<file path="src/rtl/wb_regfile.sv">
// Writeback stage and 32x32 integer register file: selects the writeback value, stores it,
// serves two combinational read ports with write-to-read bypass and counts retired writes.
module wb_regfile #(
  parameter int unsigned XLEN = 32,
  parameter int unsigned NREG = 32
) (
  input  logic            clk_i,
  input  logic            rst_i,
  input  logic            RegWrite_i,
  input  logic [1:0]      MemtoReg_i,
  input  logic [XLEN-1:0] MemAddr_i,
  input  logic [XLEN-1:0] MemReadData_i,
  input  logic [4:0]      WriteRegDest_i,
  input  logic [XLEN-1:0] PC_i,
  input  logic [4:0]      rs1_addr_i,
  input  logic [4:0]      rs2_addr_i,
  output logic [XLEN-1:0] rs1_data_o,
  output logic [XLEN-1:0] rs2_data_o,
  output logic [XLEN-1:0] wb_data_o,
  output logic [4:0]      wb_rd_o,
  output logic            wb_we_o,
  output logic [31:0]     retire_cnt_o
);

  localparam logic [XLEN-1:0] LinkOffset = XLEN'(4);

  logic [XLEN-1:0] r_regs [NREG];
  logic [31:0]     r_retire_cnt;

  logic [XLEN-1:0] w_wb_data;
  logic [XLEN-1:0] w_link_addr;
  logic            w_we;

  assign w_link_addr = PC_i + LinkOffset;

  // Encoding 2'b11 is reserved and falls back to the ALU result.
  always_comb begin
    w_wb_data = MemAddr_i;
    unique case (MemtoReg_i)
      2'b00:   w_wb_data = MemAddr_i;
      2'b01:   w_wb_data = MemReadData_i;
      2'b10:   w_wb_data = w_link_addr;
      default: w_wb_data = MemAddr_i;
    endcase
  end

  // Reset gates the enable so forwarding and the bypass never see a write that will be dropped.
  assign w_we = RegWrite_i && (WriteRegDest_i != 5'd0) && !rst_i;

  assign wb_data_o    = w_wb_data;
  assign wb_rd_o      = WriteRegDest_i;
  assign wb_we_o      = w_we;
  assign retire_cnt_o = r_retire_cnt;

  always_ff @(posedge clk_i or posedge rst_i) begin
    if (rst_i) begin
      for (int i = 0; i < int'(NREG); i++) begin
        r_regs[i] <= '0;
      end
    end else if (w_we) begin
      r_regs[WriteRegDest_i] <= w_wb_data;
    end
  end

  always_ff @(posedge clk_i or posedge rst_i) begin
    if (rst_i) begin
      r_retire_cnt <= '0;
    end else if (w_we) begin
      r_retire_cnt <= r_retire_cnt + 32'd1;
    end
  end

  always_comb begin
    rs1_data_o = '0;
    if (rst_i || rs1_addr_i == 5'd0) begin
      rs1_data_o = '0;
    end else if (w_we && rs1_addr_i == WriteRegDest_i) begin
      rs1_data_o = w_wb_data;
    end else begin
      rs1_data_o = r_regs[rs1_addr_i];
    end
  end

  always_comb begin
    rs2_data_o = '0;
    if (rst_i || rs2_addr_i == 5'd0) begin
      rs2_data_o = '0;
    end else if (w_we && rs2_addr_i == WriteRegDest_i) begin
      rs2_data_o = w_wb_data;
    end else begin
      rs2_data_o = r_regs[rs2_addr_i];
    end
  end

endmodule

</file>
<file path="config.mk">
export PLATFORM = sky130hd
export DESIGN_NAME = wb_regfile
export DESIGN_NICKNAME = d
export VERILOG_FILES = /design/src/rtl/wb_regfile.sv
export SDC_FILE = /design/constraint.sdc
export NUM_CORES = 2
export LEC_CHECK = 0
export CORE_MARGIN = 3
export CORE_UTILIZATION = 55
export CTS_CLUSTER_SIZE = 12
export DETAILED_ROUTE_END_ITERATION = 10
export PLACE_DENSITY = 0.83
export SLEW_MARGIN = 20
export SYNTH_ARGS = -nofsm -noshare
export SYNTH_HDL_FRONTEND = slang
export SYNTH_SLANG_ARGS = --single-unit
</file>
<file path="constraint.sdc">
create_clock -name clk_i -period 49 [get_ports clk_i]
set_clock_uncertainty 0.1 [all_clocks]
set_input_delay 12.25 -clock clk_i [delete_from_list [all_inputs] [get_ports clk_i]]
set_output_delay 12.25 -clock clk_i [all_outputs]
set_load 0.05 [all_outputs]
</file>
==> qor.yml <==
outcome: "complete, no violations"
port_buffers: 249
synth-main-ff-cell: "dfrtp_1"
wl_per_cell_um: 29.11
cts_setup_buffers: 0
wirelength_um: 188500
drive_gt1_frac: 0.1532
cts_made_buffers: 108
ir_drop_v: 0.00002966
place_worst_setup_slack_ns: 18.80
cpLargestDelayFamily: "buffers and inverters"
fp.dieW_um: 324.0
core_area_um2: 100100
rr_worst_depth: 6
clk_path_buf_depth: 3
rrSetupSlack_ns: 46.80
crit_chain: "buf_8 > buf_4 > buf_4 > buf_4 > mux4_2 > mux4_2 > a22oi_1 > o21ai_0 > clkdlybuf4s50_1"
drt_first_pass_iters: 6
crit_path_start_kind: "primary input"
final_max_slew_viol_count: 0
end_kind: "output pin"
period_minus_slack_ns: 30.28
postCtsResizedCells: 0
grt_util_all_layers: 0.3586
clk_pin_slew_ns: 0.06
yosysUniqueCellTypes: 65
synth_area_per_cell_um2: 10.75
tns_ns: 0
max-slew-margin-rel: 0.1851
grt_max_degree: 176
grt_pass1_vias: 46950
routabilityCongestion: 0.9042
grt-ovfl-total: 0
hold_buffers: 0
layoutNonFillerInstCount: 6477
async_flop_share: 1.000
hold_viol: 0
die_area_um2: 105000
worst_path_most_repeated_cell: "buf_4"
place_inst: 6292
maxCapViolCount: 0
ys_ff_latch: 1056
met1_usage: 0.4498
setup_viol: 0
utilization: 0.6186
synth_fp_nets: 5294
startpoint: "rs2_addr_i[0]"
cp.depth: 9
die_h_um: 324.0
slowest_delay_ns: 0.82
fin_ws_ns: 18.72
ys_seq_area_frac: 0.4752
rsz0062_at_grt: "no"
regToRegStartpoint: "retire_cnt_o[2]$_DFFE_PP0P_"
synth-edff-count: 0
cellPowerDensity_nw_per_um2: 37.52
cts_tree: "yes"
clk_latency_ns: 0.71
path_class: "in2out"
drt_iter0_drc: 7111
syn-cell-area_um2: 55610
power_leakage_nw: 26.34
final_nets: 5225
tightest_slew_ns: 1.220
area_delta_synth_final_pct: 11.40
p_total_mw: 2.324
initial_utilization: 0.5553
clock-sinks: 1056
cts-root-buf: "clkbuf_16"
crit_path_max_fanout: 53
arrival_ns: 17.93
antenna_found_initial: 5
use_met3: 0.1277
grt_use_met2: 0.5262
pin_count: 250
htree_levels: 3
crit_required_ns: 36.65
grt_pass1_wl_um: 282300
critical-path-slowest-cell: "buf_4"
dp_hpwl_um: 106200
r2r_end: "retire_cnt_o[20]$_DFFE_PP0P_"
critical_path_buf_inv_count: 5
drc_errors: 0
avgViaCountPerCell: 7.233
yosysWarnings: 0
hp-class: "reg2reg"
syn-instance-count: 5174
period_share: 0.6179
vias: 46850
grt-busiest-layer: "met2"
max_freq_mhz: 33.03
row_count: 116
ant_nets: 0
cp-endpoint: "rs2_data_o[23]"
## flip-flops by register name (all words and copies together) (netlist names)
signal        cells
r_regs         1024
retire_cnt_o     32
## cell usage in the layout (no fill, tap or decap), types with 5 or more instances in the layout
cell type        netlist  routed
nand3_1               29      29
a22oi_1              105     105
inv_1                 54      52
o21ai_1               74      73
o211ai_1              17      17
nand2b_1               5       5
or4_1                  8       8
nor3_1                26      26
nand2_2                0      33
o221ai_1              28      28
nor2_1                86      84
o21a_1                10      10
mux4_2               426     426
a21oi_1               17      16
clkbuf_1             411      25
xor2_1                21      21
bufinv_16              0       6
clkdlybuf4s50_1        0     241
clkbuf_8               0      25
nor4_2                 5       5
buf_4                 38     116
nand2_1             1091    1057
clkinv_2               0       9
a222oi_1               6       6
o221a_2                5       5
and4_1                 5       5
nand4_1               16      16
a221o_1               22      22
nor2b_1                9       7
o21ai_0              982     978
and3_1                13      13
a221oi_1              87      86
o22a_1                11      11
o22ai_1               42      42
mux2i_1              258     258
xnor2_1               47      47
dfrtp_1             1056    1056
o21ai_2                9      14
clkbuf_16              0     110
a32oi_1                9       9
## logic make-up (layout without fill, tap and decap cells)
family                   after synthesis  in the layout  synth area share
AND/OR/NAND/NOR                     1316           1316           0.09637
AO/OA/AOI/OAI                       1441           1441            0.1508
adder cells (fa/ha/maj)                4              4         0.0009000
other                                  0              4                 0
multiplexers                         686            686            0.2194
XOR/XNOR                              68             68           0.01071
buffers and inverters                603            604           0.04664
flip-flops                          1056           1056            0.4752
## worst min path at each step
| stage | from | to | depth (start not counted) |
|---|---|---|---|
| floorplan | r_regs[1010]$_DFFE_PP0P_ | r_regs[1010]$_DFFE_PP0P_ | 1 |
| global placement | r_regs[1010]$_DFFE_PP0P_ | r_regs[1010]$_DFFE_PP0P_ | 0 |
| detailed placement | r_regs[1019]$_DFFE_PP0P_ | r_regs[1019]$_DFFE_PP0P_ | 0 |
| CTS | r_regs[1019]$_DFFE_PP0P_ | r_regs[1019]$_DFFE_PP0P_ | 0 |
| global route | r_regs[1005]$_DFFE_PP0P_ | r_regs[1005]$_DFFE_PP0P_ | 0 |
| finish | r_regs[1014]$_DFFE_PP0P_ | r_regs[1014]$_DFFE_PP0P_ | 0 |
## worst reg2reg max path, stage by stage (launching register included)
cell	delay (ns)
dfrtp_1	0.45
nand4_1	0.15
a2111o_1	0.50
nor2_1	0.35
nand3_1	0.23
nor2_1	0.17
xor2_1	0.16
## Yosys cell counts, types with 3 or more instances
cell / count / area, um^2
o21ai_0: 982 / 4915
nor3b_1: 4 / 30.03
nor4_1: 3 / 18.77
o21a_1: 10 / 75.07
buf_6: 15 / 168.9
o221ai_1: 28 / 245.2
clkbuf_1: 411 / 1543
o21ai_1: 74 / 370.4
nor4_2: 5 / 62.56
and4_1: 5 / 43.79
a22oi_1: 105 / 788.3
nor2_1: 86 / 322.8
inv_1: 54 / 202.7
xor2_1: 21 / 183.9
dfrtp_1: 1056 / 26430
and3_1: 13 / 81.33
o21bai_1: 4 / 30.03
buf_1: 22 / 82.58
a221oi_1: 87 / 762.0
nor2b_1: 9 / 56.30
buf_2: 60 / 300.3
nand3_1: 29 / 145.1
a221o_1: 22 / 220.2
nand2b_1: 5 / 31.28
or4_1: 8 / 60.06
nand4_1: 16 / 100.1
mux4_2: 426 / 9594
nor3_1: 26 / 130.1
mux2i_1: 258 / 2582
o221a_2: 5 / 56.30
buf_4: 38 / 285.3
o21ai_2: 9 / 78.83
xnor2_1: 47 / 411.6
nor3_2: 5 / 50.05
o22a_1: 11 / 96.34
ha_1: 4 / 50.05
o22ai_1: 42 / 262.8
a32oi_1: 9 / 78.83
nand2_1: 1091 / 4095
a21oi_1: 17 / 85.08
a222oi_1: 6 / 60.06
a311oi_1: 4 / 35.03
o211ai_1: 17 / 127.6
## metal layers
| layer | up-vias | part of all wire |
|---|---|---|
| met5 | - | 0.000069 |
| met4 | 2 | 0.082 |
| met3 | 1123 | 0.15 |
| met2 | 4016 | 0.43 |
| met1 | 23000 | 0.34 |
| li1 | 18700 | - |
## through the flow
stage                     hold slack, ns  instance area, um^2
final                             0.3014                61950
after global placement            0.2767                58450
after floorplan                   0.3413                55610
after global routing              0.3139                61940
after detailed placement          0.2881                58450
after CTS                         0.3012                61910
## cell type report
cell class | count | area [um^2]
Antenna cell | 4 | 10.01
Clock buffer | 158 | 3163
Clock inverter | 22 | 291.5
Fill cell | 7393 | 38200
Inverter | 57 | 220.2
Multi-Input combinational cell | 3515 | 26780
Sequential cell | 1056 | 26430
Tap cell | 1298 | 1624
Timing Repair Buffer | 367 | 3430
## where the power goes
part           internal (mW)  total (mW)  switching [mW]
Clock                  0.474       0.824           0.350
Combinational          0.182       0.440           0.258
Sequential             0.975        1.06          0.0857
Power figures use the tool's default switching activity.
